File: src/rtl/tile_write_arbiter.sv
// Shares exmem port 2 between the pixel generator (reads while bright) and two
// tile-map writers, each behind a small FIFO drained round-robin during blanking.
module tile_write_arbiter #(
    parameter logic [15:0] BASE_ADDR  = 16'd40000,
    parameter logic [15:0] ROW_WORDS  = 16'd160,
    parameter logic [15:0] ROWS       = 16'd120,
    parameter int          FIFO_DEPTH = 4
) (
    input  logic        clk,
    input  logic        rst_n,
    input  logic        bright,
    input  logic [15:0] pix_addr,
    output logic [15:0] mem_addr,
    output logic [15:0] mem_din,
    output logic        mem_we,
    input  logic [1:0]  req_valid,
    output logic [1:0]  req_ready,
    input  logic [15:0] req_x0,
    input  logic [15:0] req_y0,
    input  logic [15:0] req_x1,
    input  logic [15:0] req_y1,
    input  logic [15:0] req_glyph0,
    input  logic [15:0] req_glyph1,
    output logic [1:0]  err,
    output logic [15:0] wr_count
);

    localparam int AW = $clog2(FIFO_DEPTH);
    localparam int PW = AW + 1;
    localparam logic [PW-1:0] PTR_ONE = {{AW{1'b0}}, 1'b1};

    // The tile address is computed once at push time; 16-bit wrap is intended.
    function automatic logic [15:0] tile_addr(input logic [15:0] x, input logic [15:0] y);
        tile_addr = BASE_ADDR + x + (y * ROW_WORDS);
    endfunction

    function automatic logic fifo_full(input logic [PW-1:0] wp, input logic [PW-1:0] rp);
        fifo_full = (wp[AW] != rp[AW]) && (wp[AW-1:0] == rp[AW-1:0]);
    endfunction

    logic [15:0]   x_s         [2];
    logic [15:0]   y_s         [2];
    logic [15:0]   glyph_s     [2];
    logic [PW-1:0] wr_ptr_r    [2];
    logic [PW-1:0] rd_ptr_r    [2];
    logic [15:0]   addr_mem_r  [2][FIFO_DEPTH];
    logic [15:0]   glyph_mem_r [2][FIFO_DEPTH];

    logic [1:0]    empty_s;
    logic [1:0]    full_s;
    logic [1:0]    accept_s;
    logic [1:0]    push_s;
    logic [1:0]    bad_s;
    logic [1:0]    pop_s;
    logic          last_grant_r;
    logic          grant_idx_s;
    logic          grant_valid_s;
    logic [AW-1:0] head_slot_s;
    logic [15:0]   head_addr_s;
    logic [15:0]   head_glyph_s;
    logic [1:0]    err_r;
    logic [15:0]   wr_count_r;

    // Fan the per-requester ports into indexable arrays
    always_comb begin
        x_s[0]     = req_x0;
        x_s[1]     = req_x1;
        y_s[0]     = req_y0;
        y_s[1]     = req_y1;
        glyph_s[0] = req_glyph0;
        glyph_s[1] = req_glyph1;
    end

    // FIFO status and classification of incoming requests
    always_comb begin
        empty_s  = 2'b00;
        full_s   = 2'b00;
        accept_s = 2'b00;
        push_s   = 2'b00;
        bad_s    = 2'b00;
        for (int i = 0; i < 2; i++) begin
            empty_s[i]  = (wr_ptr_r[i] == rd_ptr_r[i]);
            full_s[i]   = fifo_full(wr_ptr_r[i], rd_ptr_r[i]);
            accept_s[i] = req_valid[i] && !full_s[i];
            push_s[i]   = accept_s[i] && (x_s[i] < ROW_WORDS) && (y_s[i] < ROWS);
            bad_s[i]    = accept_s[i] && !push_s[i];
        end
    end

    // Ready ignores a same-cycle pop so the handshake never depends on bright
    assign req_ready = ~full_s;

    // Round-robin grant, only while the beam is blanked
    always_comb begin
        grant_valid_s = 1'b0;
        grant_idx_s   = 1'b0;
        if (bright) begin
            grant_valid_s = 1'b0;
        end else if (!empty_s[0] && !empty_s[1]) begin
            grant_valid_s = 1'b1;
            grant_idx_s   = ~last_grant_r;
        end else if (!empty_s[0]) begin
            grant_valid_s = 1'b1;
            grant_idx_s   = 1'b0;
        end else if (!empty_s[1]) begin
            grant_valid_s = 1'b1;
            grant_idx_s   = 1'b1;
        end else begin
            grant_valid_s = 1'b0;
        end
    end

    // Port mux: combinational so a rising bright stops writes with no lag
    always_comb begin
        head_slot_s  = rd_ptr_r[grant_idx_s][AW-1:0];
        head_addr_s  = addr_mem_r[grant_idx_s][head_slot_s];
        head_glyph_s = glyph_mem_r[grant_idx_s][head_slot_s];
        pop_s        = 2'b00;
        mem_we       = 1'b0;
        mem_addr     = pix_addr;
        mem_din      = 16'd0;
        if (grant_valid_s) begin
            mem_we             = 1'b1;
            mem_addr           = head_addr_s;
            mem_din            = head_glyph_s;
            pop_s[grant_idx_s] = 1'b1;
        end else begin
            mem_we   = 1'b0;
            mem_addr = pix_addr;
            mem_din  = 16'd0;
        end
    end

    // FIFO storage and pointers
    always_ff @(posedge clk or negedge rst_n) begin
        if (!rst_n) begin
            for (int i = 0; i < 2; i++) begin
                wr_ptr_r[i] <= {PW{1'b0}};
                rd_ptr_r[i] <= {PW{1'b0}};
                for (int j = 0; j < FIFO_DEPTH; j++) begin
                    addr_mem_r[i][j]  <= 16'd0;
                    glyph_mem_r[i][j] <= 16'd0;
                end
            end
        end else begin
            for (int i = 0; i < 2; i++) begin
                if (push_s[i]) begin
                    addr_mem_r[i][wr_ptr_r[i][AW-1:0]]  <= tile_addr(x_s[i], y_s[i]);
                    glyph_mem_r[i][wr_ptr_r[i][AW-1:0]] <= glyph_s[i];
                    wr_ptr_r[i]                          <= wr_ptr_r[i] + PTR_ONE;
                end
                if (pop_s[i]) begin
                    rd_ptr_r[i] <= rd_ptr_r[i] + PTR_ONE;
                end
            end
        end
    end

    // Arbitration history, error pulses and committed-write counter
    always_ff @(posedge clk or negedge rst_n) begin
        if (!rst_n) begin
            last_grant_r <= 1'b1;
            err_r        <= 2'b00;
            wr_count_r   <= 16'd0;
        end else begin
            err_r <= bad_s;
            if (grant_valid_s) begin
                last_grant_r <= grant_idx_s;
                wr_count_r   <= wr_count_r + 16'd1;
            end
        end
    end

    assign err      = err_r;
    assign wr_count = wr_count_r;

endmodule

File: config.mk
export PLATFORM = sky130hd
export DESIGN_NAME = tile_write_arbiter
export DESIGN_NICKNAME = d
export VERILOG_FILES = /design/src/rtl/tile_write_arbiter.sv
export SDC_FILE = /design/constraint.sdc
export NUM_CORES = 1
export LEC_CHECK = 0
export CAP_MARGIN = 20
export CORE_MARGIN = 1
export CORE_UTILIZATION = 40
export DETAILED_ROUTE_END_ITERATION = 10
export PLACE_DENSITY = 0.61
export SLEW_MARGIN = 20
export SYNTH_ARGS = -nofsm -noshare
export SYNTH_HDL_FRONTEND = slang
export SYNTH_SLANG_ARGS = --single-unit
File: constraint.sdc
create_clock -name clk -period 3.9 [get_ports clk]
set_clock_uncertainty 0.05 [all_clocks]
set_input_delay 0.585 -clock clk [delete_from_list [all_inputs] [get_ports clk]]
set_output_delay 0.585 -clock clk [all_outputs]
set_load 0.03 [all_outputs]
==> flow_results.xml, run 1 <==
<?xml version="1.0" encoding="UTF-8"?>
<metrics>
  <group name="pwr">
    <metric name="vdd_ir_drop_max" unit="V">0.0006018</metric>
    <metric name="powerDensity" unit="mW/mm²">516.0</metric>
    <metric name="intPower" unit="W">0.006629</metric>
    <metric name="sw_frac_of_total" unit="%">34.10</metric>
    <metric name="total_chip_power" unit="W">0.01006</metric>
    <metric name="power.net_switching" unit="W">0.003430</metric>
    <metric name="combinationalPowerShare" unit="%">35.7</metric>
    <metric name="static-leakage-power" unit="nW">10.20</metric>
    <metric name="pwr-share-clk" unit="%">32.9</metric>
    <metric name="seq_power_share" unit="%">31.4</metric>
  </group>
  <group name="synthesis">
    <metric name="synth-compound-area-share" unit="%">7.391</metric>
    <metric name="syn_area_per_cell" unit="µm²">8.812</metric>
    <metric name="syn-instance-count" unit="">1756</metric>
    <metric name="synth.largest_area_cell" unit="">sky130_fd_sc_hd__dfrtp_1</metric>
    <metric name="synth_xor_xnor_area_share" unit="%">3.445</metric>
    <metric name="ys_seq_elements" unit="">287</metric>
    <metric name="yosys.cell_types.count" unit="">46</metric>
    <metric name="total_number_of_yosys_warnings" unit="">0</metric>
    <metric name="synthTopCellsByArea" unit="">sky130_fd_sc_hd__dfrtp_1 (46%), sky130_fd_sc_hd__nand2_1 (17%), sky130_fd_sc_hd__mux2i_1 (7.2%)</metric>
    <metric name="synth-edff-count" unit="">0</metric>
    <metric name="syn_nets" unit="">1956</metric>
    <metric name="synthFlopType" unit="">sky130_fd_sc_hd__dfrtp_1</metric>
    <metric name="synthDominantCellAreaShare" unit="%">46.25</metric>
    <metric name="post_synth_instance_area" unit="mm²">0.01547</metric>
    <metric name="synth_sequential_area_ratio" unit="%">46.42</metric>
    <metric name="yosys-mux-area-fraction" unit="%">10.30</metric>
    <metric name="simple_logic_cell_fraction_of_the_synthesized_area" unit="%">21.80</metric>
    <metric name="synth_adder_area_share" unit="%">6.905</metric>
    <metric name="postSynth.asyncResetShare" unit="%">100.0</metric>
    <metric name="dominant_combinational_cell_family_by_area_after_synthesis" unit="">simple AND/OR/NAND/NOR gates</metric>
  </group>
  <group name="cts">
    <metric name="htreeDepth" unit="">2</metric>
    <metric name="cts.repair_timing.setup_buffer_count" unit="">0</metric>
    <metric name="hold_fix_buffer_count_after_cts" unit="">0</metric>
    <metric name="cts_tree" unit="">yes</metric>
    <metric name="cts_buffers" unit="">35</metric>
    <metric name="clk_pin_slew_worst_paths" unit="ns">0.05</metric>
    <metric name="clkSinkCount" unit="">287</metric>
    <metric name="ctsRootBufferMaster" unit="">sky130_fd_sc_hd__clkbuf_16</metric>
    <metric name="clock_insertion_delay_worst_skew" unit="ns">0.52</metric>
    <metric name="cts_buffer_depth" unit="">3</metric>
  </group>
  <group name="floorplanning">
    <metric name="die_w" unit="µm">198.7</metric>
    <metric name="floorplan.die_area" unit="mm²">0.03947</metric>
    <metric name="die_y" unit="µm">198.7</metric>
    <metric name="io_pins" unit="">170</metric>
    <metric name="cell_rows" unit="">71</metric>
    <metric name="core_area" unit="mm²">0.03784</metric>
    <metric name="initial_utilization" unit="%">40.89</metric>
  </group>
  <group name="sta">
    <metric name="worst_slew_slack_as_a_fraction_of_its_limit" unit="%">24.26</metric>
    <metric name="max_freq" unit="MHz">268.5</metric>
    <metric name="maxSlewViolCount" unit="">0</metric>
    <metric name="finalSetupViolations" unit="">0</metric>
    <metric name="timing.hold.ws" unit="ns">0.07833</metric>
    <metric name="timing_worst_slew_pin_value" unit="ns">1.136</metric>
    <metric name="final.period_utilization" unit="%">95.50</metric>
    <metric name="finalWorstSetupSlack" unit="ns">0.1757</metric>
    <metric name="count_of_final_hold_check_violations" unit="">0</metric>
    <metric name="period_minus_slack" unit="ns">3.724</metric>
  </group>
  <group name="route">
    <metric name="drtAntennaViolNets" unit="">0</metric>
    <metric name="detail_route.first_pass.iterations" unit="">5</metric>
    <metric name="routed_wirelength" unit="µm">42460</metric>
    <metric name="routed-via-count" unit="">12655</metric>
    <metric name="drt-vias-per-instance" unit="">5.050</metric>
    <metric name="drt-initial-drc-count" unit="">764</metric>
    <metric name="drt_drc_violations_left" unit="">0</metric>
    <metric name="wire_per_inst" unit="µm">16.94</metric>
  </group>
  <group name="setup_path">
    <metric name="timing.reg2reg.setup_slack" unit="ns">1.39</metric>
    <metric name="worst-endpoint-arrival" unit="ns">4.06</metric>
    <metric name="cp-start-kind" unit="">primary input</metric>
    <metric name="worst_ep_required_time" unit="ns">4.23</metric>
    <metric name="setup.worst_path.end_class" unit="">register</metric>
    <metric name="cpMaxStageDelayCell" unit="">sky130_fd_sc_hd__clkdlybuf4s50_1</metric>
    <metric name="path_cells" unit="">clkdlybuf4s50_1, ha_1, ha_1, fa_1, a21o_1, a21oi_2, o21bai_1, a21oi_1, xnor2_1, ha_2, ha_4, buf_4, nor2_1, o21a_1, a211oi_1, buf_4, o21ai_0</metric>
    <metric name="worst_path_largest_cell_delay" unit="ns">0.44</metric>
    <metric name="cp_class" unit="">primary input to register</metric>
    <metric name="path_max_fanout" unit="">4</metric>
  </group>
  <group name="placement">
    <metric name="postPlaceCellArea" unit="mm²">0.01821</metric>
    <metric name="estimated_wirelength_of_the_detail_placed_design" unit="µm">29830</metric>
    <metric name="place.gp.congestion" unit="">0.8767</metric>
    <metric name="pre_cts_worst_setup_slack" unit="ns">-0.5239</metric>
    <metric name="io_buffer_count" unit="">169</metric>
  </group>
  <group name="global_route">
    <metric name="gr-usage-all-layers" unit="%">22.09</metric>
    <metric name="grt-ovfl-total" unit="">0</metric>
    <metric name="grt_start_max_net_pins" unit="">129</metric>
    <metric name="grt_first_pass_wirelength" unit="µm">68170</metric>
    <metric name="first_global_vias" unit="">12963</metric>
    <metric name="antenna_found_initial" unit="">2</metric>
  </group>
  <group name="layout">
    <metric name="area_growth" unit="%">25.98</metric>
    <metric name="final_cell_area" unit="mm²">0.01949</metric>
    <metric name="num-nets-final" unit="">2169</metric>
    <metric name="drive_gt1_share" unit="%">12.79</metric>
  </group>
  <group name="worst_hold_path">
    <metric name="worst_hold_path_type" unit="">primary input to asynchronous set/reset pin</metric>
  </group>
  <group name="job">
    <metric name="drv_cap" unit="">0</metric>
  </group>
  <group name="status">
    <metric name="run_status" unit="">finished, final reports clean</metric>
  </group>
</metrics>
-- cell type report --
type                       count  area [µm²]
tap                          511       639.4
fill                        3532       18350
clock inverter                11       111.4
antenna                        1       2.502
inverter                      41       153.9
timing repair buffer         262        2502
clock buffer                  51        1079
sequential                   287        7191
multi-input combinational   1342        7815
-- flip-flops by register name, summed over array words and instances, names as in the netlist --
register      flops
err               2
wr_count         16
wr_ptr_r          6
rd_ptr_r          6
last_grant_r      1
glyph_mem_r     128
addr_mem_r      128
-- per-layer routing --
layer  track usage, %  wire (µm)  share of wire [%]  vias to the layer above
met1            29.66      19030                 45                     6078
li1                 -          -                  -                     6207
met2            37.04      20190                 48                      309
met3            3.154       2223                5.2                       59
met4            6.211       1016                2.4                        2
met5                0          9              0.021                        -
-- through the flow --
| stage | util [%] | cells | TNS [ns] |
|---|---|---|---|
| floorplan | - | 1756 | 0 |
| global placement | 48.11 | 2443 | -7.804 |
| detailed placement | 48.11 | 2443 | -9.808 |
| CTS | 51.25 | 2505 | 0 |
| global route | 51.50 | 2505 | -0.1131 |
| finish | 51.51 | 2506 | 0 |
-- cells in the mapped netlist (3+ instances only) --
cell type / number
sky130_fd_sc_hd__fa_1: 4
sky130_fd_sc_hd__a21oi_1: 68
sky130_fd_sc_hd__xnor2_1: 43
sky130_fd_sc_hd__a31oi_1: 8
sky130_fd_sc_hd__o22ai_1: 32
sky130_fd_sc_hd__nand3b_1: 3
sky130_fd_sc_hd__o21ai_0: 51
sky130_fd_sc_hd__a21o_1: 13
sky130_fd_sc_hd__clkbuf_1: 34
sky130_fd_sc_hd__mux2i_1: 112
sky130_fd_sc_hd__buf_6: 3
sky130_fd_sc_hd__buf_2: 33
sky130_fd_sc_hd__ha_1: 79
sky130_fd_sc_hd__nor2b_1: 3
sky130_fd_sc_hd__or3_1: 5
sky130_fd_sc_hd__nor2_1: 69
sky130_fd_sc_hd__nor4_1: 6
sky130_fd_sc_hd__dfrtp_1: 286
sky130_fd_sc_hd__a211oi_1: 4
sky130_fd_sc_hd__o21a_1: 4
sky130_fd_sc_hd__nand3_1: 5
sky130_fd_sc_hd__and3_1: 10
sky130_fd_sc_hd__and2_1: 8
sky130_fd_sc_hd__nor3_1: 5
sky130_fd_sc_hd__and4_1: 4
sky130_fd_sc_hd__buf_4: 10
sky130_fd_sc_hd__inv_1: 41
sky130_fd_sc_hd__mux2_2: 42
sky130_fd_sc_hd__nand4_1: 6
sky130_fd_sc_hd__xor2_1: 16
sky130_fd_sc_hd__nand2_1: 720
sky130_fd_sc_hd__buf_1: 6
-- what timing repair did --
action | CTS | global route
endpoints found under the setup margin | 3 | 29
resized for setup | 1 | 25
hold endpoints to repair | 0 | 0
pin swaps | 0 | 6
-- worst max-delay path, delay by kind of cell --
| kind | cells | cell delay, ns |
|---|---|---|
| compound gates | 7 | 1.04 |
| xor+xnor | 1 | 0.15 |
| fa+ha+maj | 5 | 1.55 |
| buf+inv | 3 | 0.71 |
| simple gates | 1 | 0.05 |
-- kinds of logic after synthesis --
group,count (synthesis)
buf+inv,127
compound gates,194
mux,154
fa+ha+maj,83
simple gates,851
xor+xnor,60
flops,287
-- worst paths after layout --
check	start	end	cells past startpoint
max	req_y0[1]	addr_mem_r[78]$_DFFE_PN0P_	17
min in group clk	glyph_mem_r[105]$_DFFE_PN0P_	glyph_mem_r[105]$_DFFE_PN0P_	2
min reg2reg	glyph_mem_r[105]$_DFFE_PN0P_	glyph_mem_r[105]$_DFFE_PN0P_	2
max in group asynchronous	rst_n	addr_mem_r[68]$_DFFE_PN0P_	2
min	rst_n	glyph_mem_r[12]$_DFFE_PN0P_	1
max reg2reg	rd_ptr_r[3]$_DFFE_PN0P_	wr_count[13]$_DFFE_PN0P_	7
-- power by group through the flow --
| stage | logic (W) | clock network [W] | registers (W) |
|---|---|---|---|
| after floorplan | 0.00209 | 0 | 0.00327 |
| after global placement | 0.00348 | 0 | 0.00321 |
| after detailed placement | 0.00351 | 0 | 0.00321 |
| after CTS | 0.00353 | 0.00338 | 0.00316 |
| after global routing | 0.00388 | 0.00351 | 0.00317 |
| final | 0.00359 | 0.00331 | 0.00316 |
-- cell usage in the layout, fill, tap and decap left out, types with 6 or more instances in the layout --
master | Yosys | layout
sky130_fd_sc_hd__dfrtp_1 | 286 | 284
sky130_fd_sc_hd__clkbuf_8 | 0 | 10
sky130_fd_sc_hd__a21oi_1 | 68 | 66
sky130_fd_sc_hd__buf_12 | 0 | 15
sky130_fd_sc_hd__a21o_1 | 13 | 11
sky130_fd_sc_hd__nor2_1 | 69 | 64
sky130_fd_sc_hd__nand4_1 | 6 | 6
sky130_fd_sc_hd__and2_1 | 8 | 8
sky130_fd_sc_hd__ha_1 | 79 | 77
sky130_fd_sc_hd__nand2_1 | 720 | 720
sky130_fd_sc_hd__mux2_2 | 42 | 42
sky130_fd_sc_hd__o21ai_0 | 51 | 47
sky130_fd_sc_hd__o22ai_1 | 32 | 30
sky130_fd_sc_hd__nor4_1 | 6 | 6
sky130_fd_sc_hd__a31oi_1 | 8 | 8
sky130_fd_sc_hd__xnor2_1 | 43 | 42
sky130_fd_sc_hd__mux2i_1 | 112 | 112
sky130_fd_sc_hd__buf_4 | 10 | 110
sky130_fd_sc_hd__clkdlybuf4s50_1 | 0 | 136
sky130_fd_sc_hd__xor2_1 | 16 | 16
sky130_fd_sc_hd__and3_1 | 10 | 10
sky130_fd_sc_hd__clkbuf_16 | 0 | 37
sky130_fd_sc_hd__inv_1 | 41 | 41
No activity file was read; power rests on OpenSTA's default activity.
==> run 2: changes to the inputs <==
Settings changed: GPL_ROUTABILITY_DRIVEN set to 0.
==> results of run 2 <==
Same layout as run 1: the final DEF is identical, and so are final timing and power.
